**config.mk**
```make
export PLATFORM = sky130hd
export DESIGN_NAME = control_sequencer
export DESIGN_NICKNAME = d
export VERILOG_FILES = /design/src/rtl/control_sequencer.sv
export SDC_FILE = /design/constraint.sdc
export NUM_CORES = 1
export LEC_CHECK = 0
export ABC_AREA = 1
export ABC_CLOCK_PERIOD_IN_PS = 2900
export BUFFER_PORTS_ARGS = -buffer_cell sky130_fd_sc_hd__buf_2
export CAP_MARGIN = 0
export CORE_AREA = 2 2 82 68
export DETAILED_ROUTE_END_ITERATION = 10
export DIE_AREA = 0 0 84 70
export PLACE_DENSITY = 0.64
export SETUP_SLACK_MARGIN = 0.3
export SLEW_MARGIN = 10
export SYNTH_ARGS = -nofsm -noshare
export SYNTH_HDL_FRONTEND = slang
export SYNTH_SLANG_ARGS = --single-unit
```
**constraint.sdc**
```tcl
create_clock -name clk -period 2.9 [get_ports clk]
set_input_delay 0.145 -clock clk [delete_from_list [all_inputs] [get_ports clk]]
set_output_delay 0.145 -clock clk [all_outputs]
set_load 0.05 [all_outputs]
```
**src/rtl/control_sequencer.sv**
```systemverilog
// Hardwired fetch/decode/execute micro-sequencer producing the 16-bit datapath control word.
// Memory micro-steps (FETCH2, RD2, ST3) stall until mem_ready is high.
module control_sequencer #(
    parameter int unsigned CNT_W = 16
) (
    input  logic             clk,
    input  logic             rst_n,
    input  logic [7:0]       ir_opcode,
    input  logic             acc_sign,
    input  logic             mem_ready,
    output logic [15:0]      control_signals,
    output logic             halted,
    output logic [CNT_W-1:0] instr_count
);

    localparam logic [7:0] OP_NOP   = 8'h00;
    localparam logic [7:0] OP_LOAD  = 8'h01;
    localparam logic [7:0] OP_STORE = 8'h02;
    localparam logic [7:0] OP_ADD   = 8'h03;
    localparam logic [7:0] OP_SUB   = 8'h04;
    localparam logic [7:0] OP_JMP   = 8'h05;
    localparam logic [7:0] OP_JGEZ  = 8'h06;
    localparam logic [7:0] OP_HALT  = 8'h07;

    typedef enum logic [3:0] {
        S_INIT, S_FETCH1, S_FETCH2, S_FETCH3, S_DECODE,
        S_RD1, S_RD2, S_RD3, S_RD4,
        S_ST1, S_ST2, S_ST3,
        S_JMP, S_RETIRE, S_HALT
    } state_t;

    state_t     state;
    logic [7:0] op_q;

    always_ff @(posedge clk or negedge rst_n) begin
        if (!rst_n) begin
            state       <= S_INIT;
            op_q        <= '0;
            instr_count <= '0;
        end else begin
            case (state)
                S_INIT:   state <= S_FETCH1;
                S_FETCH1: state <= S_FETCH2;
                S_FETCH2: if (mem_ready) state <= S_FETCH3;
                S_FETCH3: state <= S_DECODE;
                S_DECODE: begin
                    op_q <= ir_opcode;
                    case (ir_opcode)
                        OP_LOAD, OP_ADD, OP_SUB: state <= S_RD1;
                        OP_STORE:                state <= S_ST1;
                        OP_JMP, OP_JGEZ:         state <= S_JMP;
                        OP_HALT: begin
                            state       <= S_HALT;
                            instr_count <= instr_count + CNT_W'(1);
                        end
                        default:                 state <= S_RETIRE;
                    endcase
                end
                S_RD1:    state <= S_RD2;
                S_RD2:    if (mem_ready) state <= S_RD3;
                S_RD3:    state <= S_RD4;
                S_RD4:    state <= S_RETIRE;
                S_ST1:    state <= S_ST2;
                S_ST2:    state <= S_ST3;
                S_ST3:    if (mem_ready) state <= S_RETIRE;
                S_JMP:    state <= S_RETIRE;
                S_RETIRE: begin
                    state       <= S_FETCH1;
                    instr_count <= instr_count + CNT_W'(1);
                end
                S_HALT:   state <= S_HALT;
                default:  state <= S_INIT;
            endcase
        end
    end

    // Combinational from state so an async reset clears every control bit at once.
    always_comb begin
        control_signals = '0;
        case (state)
            S_FETCH1: control_signals[0] = 1'b1;
            S_FETCH2: begin
                control_signals[2] = 1'b1;
                control_signals[1] = mem_ready;
                control_signals[5] = mem_ready;
            end
            S_FETCH3: control_signals[3] = 1'b1;
            S_RD1:    control_signals[4] = 1'b1;
            S_RD2: begin
                control_signals[2] = 1'b1;
                control_signals[5] = mem_ready;
            end
            S_RD3:    control_signals[6] = 1'b1;
            S_RD4: begin
                control_signals[9] = (op_q == OP_LOAD);
                control_signals[7] = (op_q == OP_ADD);
                control_signals[8] = (op_q == OP_SUB);
            end
            S_ST1:    control_signals[4]  = 1'b1;
            S_ST2:    control_signals[10] = 1'b1;
            S_ST3:    control_signals[11] = 1'b1;
            S_JMP:    control_signals[12] = (op_q == OP_JMP) || (op_q == OP_JGEZ && !acc_sign);
            S_HALT:   control_signals[14] = 1'b1;
            default:  control_signals = '0;
        endcase
    end

    assign halted = (state == S_HALT);

    logic unused_nop;
    assign unused_nop = (OP_NOP == 8'h00);

endmodule

```
==> reports/metrics.csv <==
stage,metric,value,unit
run_status,status,finished clean,
timing,slew of the pin with the lowest slew margin,0.6487,ns
logic_synthesis,Synth Cell Area,1884,um2
timing,fmax,0.5272,GHz
floorplanning,I/O pin count,45,
power,worst ir drop on vdd,0.3127,mV
cells_and_area,Antenna Diode Count,0,
setup_path,critical path endpoint category,primary output,
power,Tot Pwr,1.690,mW
cells_and_area,Post-Layout Inst Area,2163,um2
placed_design,HPWL after DPL,3320,um
flow_run,Max Cap Viol,0,
drt,Via density,4.709,
setup_path,Max stage delay on crit path,0.49,ns
power,Power Density,781.0,nW/um2
setup_path,CP Max Fanout,8,
setup_path,"CP delay by family, top",simple AND/OR/NAND/NOR gates,
timing,fin crit share,0.6540,
cts,worst-skew pair later-pin latency,0.28,ns
grt,initial antenna violation count,0,
setup_path,Setup crit start,state[2]$_DFFE_PN0P_,
setup_path,r2r worst-path depth,7,
timing,RSZ-0062 raised after global routing,false,
setup_path,Worst Path Required,2.76,ns
cells_and_area,Post-Layout Cell Count,382,
cts,CTS Hold Bufs,1,
timing,final slew viol count,0,
setup_path,R2R Path Start,state[2]$_DFFE_PN0P_,
cts,clk buf depth,2,
cts,CTS tree,built,
timing,Hold Fails Final Rpt,0,
timing,total negative slack,0,ns
setup_path,Worst Path Arrival,1.75,ns
logic_synthesis,largest family of logic cells by synthesized area,simple AND/OR/NAND/NOR gates,
cells_and_area,Final #Nets,332,
setup_path,Reg2Reg Setup Slack,1.34,ns
grt,first-pass GRT wire length,7327,um
placed_design,Placement Setup Slack,1.338,ns
floorplanning,die width,84,um
logic_synthesis,synthesized area per cell,6.754,um2
setup_path,WP depth,6,
drt,drt first pass iters,5,
setup_path,Reg2Reg Capture Point,instr_count[3]$_DFFE_PN0P_,
logic_synthesis,post-synthesis mux area share,0,
floorplanning,die area,5880,um2
drt,initial drt markers,136,
logic_synthesis,Synth area leaders,"dfrtp_1 (37%), nand2_1 (19%), inv_1 (6.8%)",
logic_synthesis,register area share after synthesis,0.3718,
cells_and_area,Synth-to-Final Area Change,14.81,%
floorplanning,Die Ht,70,um
cells_and_area,layout cells sized above 1,0.1798,
logic_synthesis,area fraction of the dominant cell type after synthesis,0.3718,
logic_synthesis,"Distinct cells, synth",27,
drt,Antenna Violating Nets Remaining,0,
logic_synthesis,Post-Synth Adder-Cell Area,0.006640,
setup_path,Crit-path slowest cell,dfrtp_1,
placed_design,number of buffers added on ports,42,
setup_path,CP Capture Point,control_signals[8],
cts,post-cts repair resize count,0,
cts,Worst-path clk slew,0.09,ns
grt,gr usage total,0.1519,
timing,clock skew,0.007401,ns
drt,vias,1799,
timing,clock period minus worst slack,1.897,ns
cells_and_area,FILL cells,566,
cts,clock root buffer,clkbuf_8,
grt,vias in the first global route,1617,
timing,Slew HR,0.5676,
drt,WL final,4346,um
grt,largest net degree at the start of global routing,29,
setup_path,worst path cell trace,inv_1 -> nand2_1 -> nor2_1 -> nand3_1 -> nor4_1 -> buf_2,
logic_synthesis,Syn Inst Count,279,
floorplanning,Initial Util,0.3627,
cts,Setup Buffers After CTS,0,
setup_path,Setup Crit Path Kind,flip-flop to primary output,
logic_synthesis,Synth Area in Simple Gates,0.4097,
floorplanning,Core Area,5195,um2
placed_design,dpl cell area,2112,um2
cells_and_area,most frequent cells in the layout,"nand2_1 (96), buf_2 (42), inv_1 (34), nor2_1 (34), dfrtp_1 (28)",
power,Leakage,1.185,nW
drt,DR DRC count,0,
setup_path,type of origin of the critical path,flip-flop,
timing,fin worst setup slack,1.003,ns
cts,H-tree Lvls,1,
timing,Final Setup Violations,0,
drt,WL/cell,11.38,um
cts,CTS Buf Count,3,
logic_synthesis,xor and xnor fraction of the mapped netlist area,0.04582,
logic_synthesis,"area leader, netlist",dfrtp_1,
min_path,HP Class,input pin to flip-flop,
placed_design,placer congestion estimate,0.8835,
floorplanning,Rows,24,
grt,total gr overflow,0,
logic_synthesis,Syn. warnings,0,
setup_path,CP Buf/Inv Count,2,
cts,CTS sink count,28,
logic_synthesis,Seq cells post-synth,28,
cells_and_area,"most common cell after layout, fill and taps aside",nand2_1,
placed_design,cell count after placement,378,
cells_and_area,Final Util,0.4164,
logic_synthesis,post-synthesis compound-gate area fraction,0.05445,
timing,Worst Hold Margin,0.1172,ns
layer usage:
layer,track usage,wire [um],share of wire,up-vias
met5,0,0,0,-
li1,-,-,-,941
met1,0.2294,2282,0.53,805
met3,0.02128,233,0.054,4
met2,0.2258,1796,0.41,49
met4,0.04480,34,0.0078,0
Yosys cell counts (all sizes together):
library cell,number
o21ai,15
nand4,5
nor4,4
inv,37
dfrtp,28
nand3,24
nand2,98
o21bai,1
nor2,39
ha,1
xnor2,2
buf,9
a21oi,4
nor3,3
xor2,7
nand3b,1
conb,1
state kept, by name, indices dropped and copies added, names as in the netlist:
name         count
instr_count     16
op_q             8
state            4
power breakdown:
group	switching (mW)	leakage, nW	internal [mW]
registers	0.126	0.365	0.499
logic	0.617	0.799	0.230
clock network	0.123	0.0216	0.0934
total	0.866	1.18	0.823
area by class of cell:
type	count	area (um2)	share of cell area
clock buffers	3	41.29	0.01909
inverters	37	138.9	0.06420
multi-input cells	206	980.9	0.4534
flip-flops and latches	28	700.7	0.3239
well taps	65	81.33	0.03759
repair buffers	43	220.2	0.1018
cell families after synthesis:
family	count (synthesis)
AO/OA/AOI/OAI	20
other	1
flip-flops	28
buffers and inverters	46
adder cells (fa/ha/maj)	1
XOR/XNOR	9
AND/OR/NAND/NOR	174
how the worst min path moves through the flow:
stage                                        to  cells past startpoint    startpoint  slack, ns
finish                      op_q[7]$_DFFE_PN0P_                      3  ir_opcode[7]       0.12
global route                op_q[5]$_DFFE_PN0P_                      3  ir_opcode[5]       0.12
CTS                         op_q[3]$_DFFE_PN0P_                      3  ir_opcode[3]       0.11
detailed placement  instr_count[10]$_DFFE_PN0P_                      1         rst_n       0.22
global placement    instr_count[14]$_DFFE_PN0P_                      1         rst_n       0.22
floorplan            instr_count[0]$_DFFE_PN0P_                      0         rst_n      -0.15
worst register-to-register path, delay by kind of cell, from the launching register on:
kind	cells	cell delay, ns
and+or+nand+nor	7	0.94
DFF	1	0.52
No activity file was read; power rests on OpenSTA's default activity.
